## config.mk

```make
export PLATFORM = sky130hd
export DESIGN_NAME = uart_tx_arbiter
export DESIGN_NICKNAME = d
export VERILOG_FILES = /design/src/rtl/uart_tx_arbiter.sv
export SDC_FILE = /design/constraint.sdc
export NUM_CORES = 1
export LEC_CHECK = 0
export BUFFER_PORTS_ARGS = -buffer_cell sky130_fd_sc_hd__buf_2
export CAP_MARGIN = 15
export CORE_UTILIZATION = 30
export CTS_CLUSTER_SIZE = 10
export DETAILED_ROUTE_END_ITERATION = 16
export SLEW_MARGIN = 40
export SYNTH_ARGS = -nofsm -noshare
export SYNTH_HDL_FRONTEND = slang
export SYNTH_SLANG_ARGS = --single-unit
```

## constraint.sdc

```tcl
create_clock -name clk -period 2.6 [get_ports clk]
set_clock_uncertainty 0.1 [all_clocks]
set_input_delay 0.39 -clock clk [delete_from_list [all_inputs] [get_ports clk]]
set_output_delay 0.39 -clock clk [all_outputs]
set_load 0.02 [all_outputs]
```

## src/rtl/uart_tx_arbiter.sv

```systemverilog
//-----------------------------------------------------------------------------
// uart_tx_arbiter
//
// Shares a single UART transmitter between NUM_REQ byte-stream requesters.
// Ownership is granted for a whole packet (ended by the requester's `last`
// flag, or forcibly after MAX_LEN bytes). Owners are picked round-robin,
// starting the search one past the previous owner, so no requester starves
// and bytes from different requesters never interleave.
//
// Ports:
//   clk          system clock
//   rst          synchronous active-high reset
//   i_req_valid  per-requester byte valid
//   i_req_data   per-requester byte, requester k on bits [8k+7:8k]
//   i_req_last   per-requester end-of-packet marker
//   o_req_ready  per-requester byte accepted this cycle (owner only)
//   o_tx_data    byte to the transmitter (0 when o_tx_req is low)
//   o_tx_req     transmitter request
//   i_tx_cts     transmitter can take a byte this cycle
//   i_tx_idle    transmitter shift register empty, line idle
//   o_grant      one-hot current owner, zero when no packet is in flight
//   o_busy       high while sending or waiting for the line to go idle
//   o_pkt_count  completed packets, wraps at 0xFFFF
//   o_trunc      sticky flag, a packet was cut at MAX_LEN without `last`
//-----------------------------------------------------------------------------
`timescale 1ns/1ps

module uart_tx_arbiter #(
    parameter int NUM_REQ   = 4,
    parameter int MAX_LEN   = 64,
    parameter bit WAIT_IDLE = 1'b1
) (
    input  logic                 clk,
    input  logic                 rst,
    input  logic [NUM_REQ-1:0]   i_req_valid,
    input  logic [8*NUM_REQ-1:0] i_req_data,
    input  logic [NUM_REQ-1:0]   i_req_last,
    output logic [NUM_REQ-1:0]   o_req_ready,
    output logic [7:0]           o_tx_data,
    output logic                 o_tx_req,
    input  logic                 i_tx_cts,
    input  logic                 i_tx_idle,
    output logic [NUM_REQ-1:0]   o_grant,
    output logic                 o_busy,
    output logic [15:0]          o_pkt_count,
    output logic                 o_trunc
);

    localparam int          IDX_W     = (NUM_REQ > 1) ? $clog2(NUM_REQ) : 1;
    localparam logic [15:0] LEN_LIMIT = 16'(MAX_LEN);

    typedef enum logic [1:0] {
        ST_IDLE,
        ST_SEND,
        ST_GAP
    } state_t;

    state_t               r_state;
    state_t               w_nextState;
    logic [IDX_W-1:0]     r_ptr;
    logic [IDX_W-1:0]     r_owner;
    logic [NUM_REQ-1:0]   r_grant;
    logic [15:0]          r_byteCnt;
    logic [15:0]          r_pktCount;
    logic                 r_trunc;

    logic [IDX_W-1:0]     w_winner;
    logic                 w_found;
    logic                 w_ownerValid;
    logic                 w_ownerLast;
    logic [7:0]           w_ownerData;
    logic                 w_xfer;
    logic                 w_lenHit;
    logic                 w_pktEnd;
    logic [IDX_W-1:0]     w_ptrNext;

    // Owner's lane of the requester buses. r_owner is only meaningful in
    // SEND; every consumer below qualifies it with the state.
    assign w_ownerValid = i_req_valid[r_owner];
    assign w_ownerLast  = i_req_last[r_owner];
    assign w_ownerData  = i_req_data[{r_owner, 3'b000} +: 8];

    // A byte moves when the owner offers one and the transmitter takes it.
    // The packet ends on `last`, or when this byte is the MAX_LEN-th one.
    assign w_xfer    = (r_state == ST_SEND) && w_ownerValid && i_tx_cts;
    assign w_lenHit  = (r_byteCnt == (LEN_LIMIT - 16'd1));
    assign w_pktEnd  = w_xfer && (w_ownerLast || w_lenHit);
    assign w_ptrNext = (r_owner == IDX_W'(NUM_REQ - 1)) ? '0 : r_owner + 1'b1;

    // Round-robin search: first valid requester at or above the pointer,
    // otherwise the first valid one below it. Two ascending passes give the
    // wrap-around order without a modulo.
    always_comb begin
        w_found  = 1'b0;
        w_winner = '0;
        for (int j = 0; j < NUM_REQ; j++) begin
            if (!w_found && (j >= int'(r_ptr)) && i_req_valid[j]) begin
                w_found  = 1'b1;
                w_winner = IDX_W'(j);
            end
        end
        for (int j = 0; j < NUM_REQ; j++) begin
            if (!w_found && (j < int'(r_ptr)) && i_req_valid[j]) begin
                w_found  = 1'b1;
                w_winner = IDX_W'(j);
            end
        end
    end

    // State register. Reset abandons any packet in flight.
    always_ff @(posedge clk) begin
        if (rst) begin
            r_state <= ST_IDLE;
        end else begin
            r_state <= w_nextState;
        end
    end

    // Next state and transmitter-side outputs. In SEND the owner's byte is
    // passed straight through and only the owner sees cts as its ready, so
    // everyone else holds their data. GAP lets the line drain before the
    // next packet is arbitrated.
    always_comb begin
        w_nextState = r_state;
        o_tx_req    = 1'b0;
        o_tx_data   = 8'h00;
        o_req_ready = '0;
        case (r_state)
            ST_IDLE: begin
                if (w_found) begin
                    w_nextState = ST_SEND;
                end
            end
            ST_SEND: begin
                o_tx_req             = w_ownerValid;
                o_tx_data            = w_ownerValid ? w_ownerData : 8'h00;
                o_req_ready[r_owner] = i_tx_cts;
                if (w_pktEnd) begin
                    w_nextState = WAIT_IDLE ? ST_GAP : ST_IDLE;
                end
            end
            ST_GAP: begin
                if (i_tx_idle) begin
                    w_nextState = ST_IDLE;
                end
            end
            default: begin
                w_nextState = ST_IDLE;
            end
        endcase
    end

    // Grant, pointer, byte counter and statistics. The grant is loaded on
    // the arbitration cycle and cleared on the byte that ends the packet,
    // so it is only ever nonzero in SEND. A packet cut at MAX_LEN leaves the
    // requester's remaining bytes to compete as a fresh packet.
    always_ff @(posedge clk) begin
        if (rst) begin
            r_ptr      <= '0;
            r_owner    <= '0;
            r_grant    <= '0;
            r_byteCnt  <= '0;
            r_pktCount <= '0;
            r_trunc    <= 1'b0;
        end else begin
            if ((r_state == ST_IDLE) && w_found) begin
                r_owner <= w_winner;
                r_grant <= NUM_REQ'(1) << w_winner;
            end
            if (w_xfer) begin
                if (w_pktEnd) begin
                    r_byteCnt  <= '0;
                    r_pktCount <= r_pktCount + 16'd1;
                    r_ptr      <= w_ptrNext;
                    r_grant    <= '0;
                    if (!w_ownerLast) begin
                        r_trunc <= 1'b1;
                    end
                end else begin
                    r_byteCnt <= r_byteCnt + 16'd1;
                end
            end
        end
    end

    assign o_grant     = r_grant;
    assign o_busy      = (r_state != ST_IDLE);
    assign o_pkt_count = r_pktCount;
    assign o_trunc     = r_trunc;

endmodule

```

==> metrics.md <==
| Metric | Value |
|---|---|
| Grt total ovfl | `0` |
| EDFF count, synth | `0` |
| Number of vias per cell | `5.18` |
| Critical R2R Launch | `r_owner[0]` |
| Worst Setup SP | `r_owner[0]` |
| Hold Path Class | `in2reg` |
| Tcrit/Tclk final | `92.1%` |
| Synth Net Count | `343` |
| CTS tree | `done` |
| Setup violations, final | `0` |
| Status | `completed` |
| Max_slew headroom | `57.8%` |
| Die span in x | `93.2 um` |
| Sequential area share after synthesis | `34.5%` |
| Post-CTS Resized | `0` |
| Initial Utilization | `31.6%` |
| Clk network pwr share | `31.5%` |
| CTS Sinks | `43` |
| First-pass GRT wire length | `10,300 um` |
| Worst EP required | `2.11 ns` |
| Cts hold-fix bufs | `0` |
| Rows | `32` |
| Syn Std Cell Area | `2490 sq um` |
| Synth Register Bits | `43` |
| Sequential power share | `50.8%` |
| P&R area growth vs syn | `24.0%` |
| Sw Ratio | `26.8%` |
| Die area | `8680 sq um` |
| Vias in the first global route | `2,182` |
| H-tree depth | `2` |
| Setup crit end | `o_tx_data[2]` |
| Overall Power | `1340 uW` |
| R2R Path End | `o_grant[0]` |
| Core footprint | `7890 sq um` |
| IO buf count | `78` |
| DRT Pass-1 Iters | `4` |
| Crit. End Element | `output pin` |
| Final Hold Vio Count | `0` |
| TritonCTS buffer count | `5` |
| Ant. Diodes | `0` |
| Final nets | `420` |
| Post-route ant nets | `0` |
| Top_reg_cell synth | `dfxtp_1` |
| Drt wl/cell | `13.6 um` |
| Maximum VDD drop | `0.206 mV` |
| Die Y | `93.2 um` |
| Detail Placement HPWL | `4860 um` |
| Synth cell types | `42` |
| P_sw | `360 uW` |
| Path depth of the worst reg2reg path | `5` |
| Final min period | `2.39 ns` |
| Final Max Tran Viols | `0` |
| FILL cells | `808` |
| Fmax achieved | `418 MHz` |
| DR vias | `2,446` |
| Critical path arrival | `1.90 ns` |
| Logic pwr share | `17.7%` |
| Routed Wire Length | `6410 um` |
| Clock Path Buffers | `2` |
| Post-CTS Setup Bufs | `0` |
| Critical Path Source Type | `register` |
| Clock Pin Slew Worst Setup and Hold Paths | `0.08 ns` |
| Synth async-reset ratio | `0%` |
| Largest area contributor in the netlist | `dfxtp_1` |
| Int Power | `981 uW` |
| RSZ-0062 raised after global routing | `no` |
| Max-Cap Viols | `0` |
| Count leader, synth | `dfxtp_1` |
| Top post-synthesis cells by area | `dfxtp_1 35%, mux4_2 9.0%, nor2_1 5.9%` |
| Initial DRC count | `144` |
| Synth Instances | `293` |
| Initial antenna violation count | `0` |
| Average cell area after synthesis | `8.51 sq um` |
| Tot GR Track Use | `14.8%` |
| Drc violations | `0` |
| Largest net degree at the start of global routing | `37` |
| Flop-to-flop setup slack | `0.29 ns` |
| CP Max Fanout | `10` |
| Setup TNS Final | `0 ns` |
| Kind of critical path | `reg2out` |
| Synth warnings | `0` |
| Synth top area share | `34.5%` |
| Cell Pwr Density | `434 nW/um^2` |
| Share of cells above drive strength 1 | `29.5%` |
| Clk root buf | `clkbuf_8` |
| I/O pins | `79` |
| Worst-skew pair later-pin latency | `0.29 ns` |
| Commonest cells in the netlist | `43 x dfxtp_1, 39 x nor2_1, 22 x nand2_1, 21 x a21oi_1, 17 x and3_1` |
| Final GP Congestion | `0.733` |
| LEAKAGE | `0.00131 uW` |
| Worst-Margin Slew | `0.633 ns` |
## cells in the final DEF (no fill, tap or decap), drive strengths merged, types with 5 or more instances in the layout
master | synthesis | routed
inv | 9 | 9
nand4 | 9 | 9
ha | 6 | 6
buf | 7 | 88
nor2 | 39 | 39
mux4 | 10 | 10
nor4 | 7 | 7
nand3 | 10 | 10
and3 | 17 | 17
xor2 | 14 | 14
dfxtp | 43 | 43
o21ai | 10 | 10
nand2 | 22 | 22
a21oi | 21 | 21
o2111ai | 8 | 8
clkbuf | 11 | 6
xnor2 | 5 | 5
## flip-flops by register name (all words and copies together) (netlist names)
name / flops
o_pkt_count: 16
r_owner: 2
r_ptr: 2
o_grant: 4
r_byteCnt: 16
o_trunc: 1
r_state: 2
## area by class of cell
| type | instances | area [sq um] | share of cell area (%) |
|---|---|---|---|
| clock inverters | 1 | 5.00 | 0.162 |
| well taps | 102 | 128 | 4.13 |
| flip-flops and latches | 43 | 861 | 27.9 |
| clock buffers | 6 | 82.6 | 2.67 |
| inverters | 9 | 33.8 | 1.09 |
| repair buffers | 88 | 465 | 15.1 |
| multi-input cells | 223 | 1520 | 49.0 |
## power groups by stage
stage	sequential (uW)	clock [uW]	combinational, uW
after global placement	696	0	236
after CTS	680	439	239
after global routing	683	461	260
final	681	423	237
after floorplan	699	0	142
after detailed placement	696	0	238
## routing by layer
layer / share of wire (%) / routed length (um) / track usage, % / up-vias
li1: - / - / - / 1216
met1: 45 / 2910 / 18.5 / 1131
met2: 47 / 2990 / 25.6 / 95
met3: 6.8 / 435 / 3.25 / 4
met4: 1.2 / 78 / 4.23 / 0
met5: 0 / 0 / 0 / -
## worst min path at each step
stage	startpoint	end	slack, ns	cells past startpoint
final	i_tx_idle	r_state[1]	0.27	3
after global routing	i_tx_idle	r_state[1]	0.29	3
after CTS	i_tx_idle	r_state[1]	0.26	3
after detailed placement	o_trunc	o_trunc	0.36	2
after global placement	r_byteCnt[15]	r_byteCnt[15]	0.36	1
after floorplan	r_byteCnt[15]	r_byteCnt[15]	0.33	1
## stage by stage
stage	util (%)	instance area, sq um	std cells	hold slack (ns)	setup WS [ns]
after floorplan	-	2490	293	0.335	0.394
after detailed placement	38.1	3000	465	0.362	0.280
after global routing	39.2	3090	472	0.290	0.0609
after global placement	38.1	3000	465	0.356	0.340
after CTS	39.2	3090	472	0.257	0.180
final	39.2	3090	472	0.266	0.206
## worst max-delay path: stages, from the launching register on
cell,delay [ns]
dfxtp_1,0.49
buf_4,0.27
mux4_2,0.51
and3_1,0.19
buf_2,0.15
## kinds of logic after synthesis
kind of cell             after synthesis  share of synthesized area [%]
buffers and inverters                 27                           4.67
XOR/XNOR                              19                           6.68
AO/OA/AOI/OAI                         51                           12.9
flip-flops                            43                           34.5
adder cells (fa/ha/maj)                6                           3.01
AND/OR/NAND/NOR                      134                           28.0
multiplexers                          13                           10.2
Note: power is estimated with default switching activity, not from simulation.
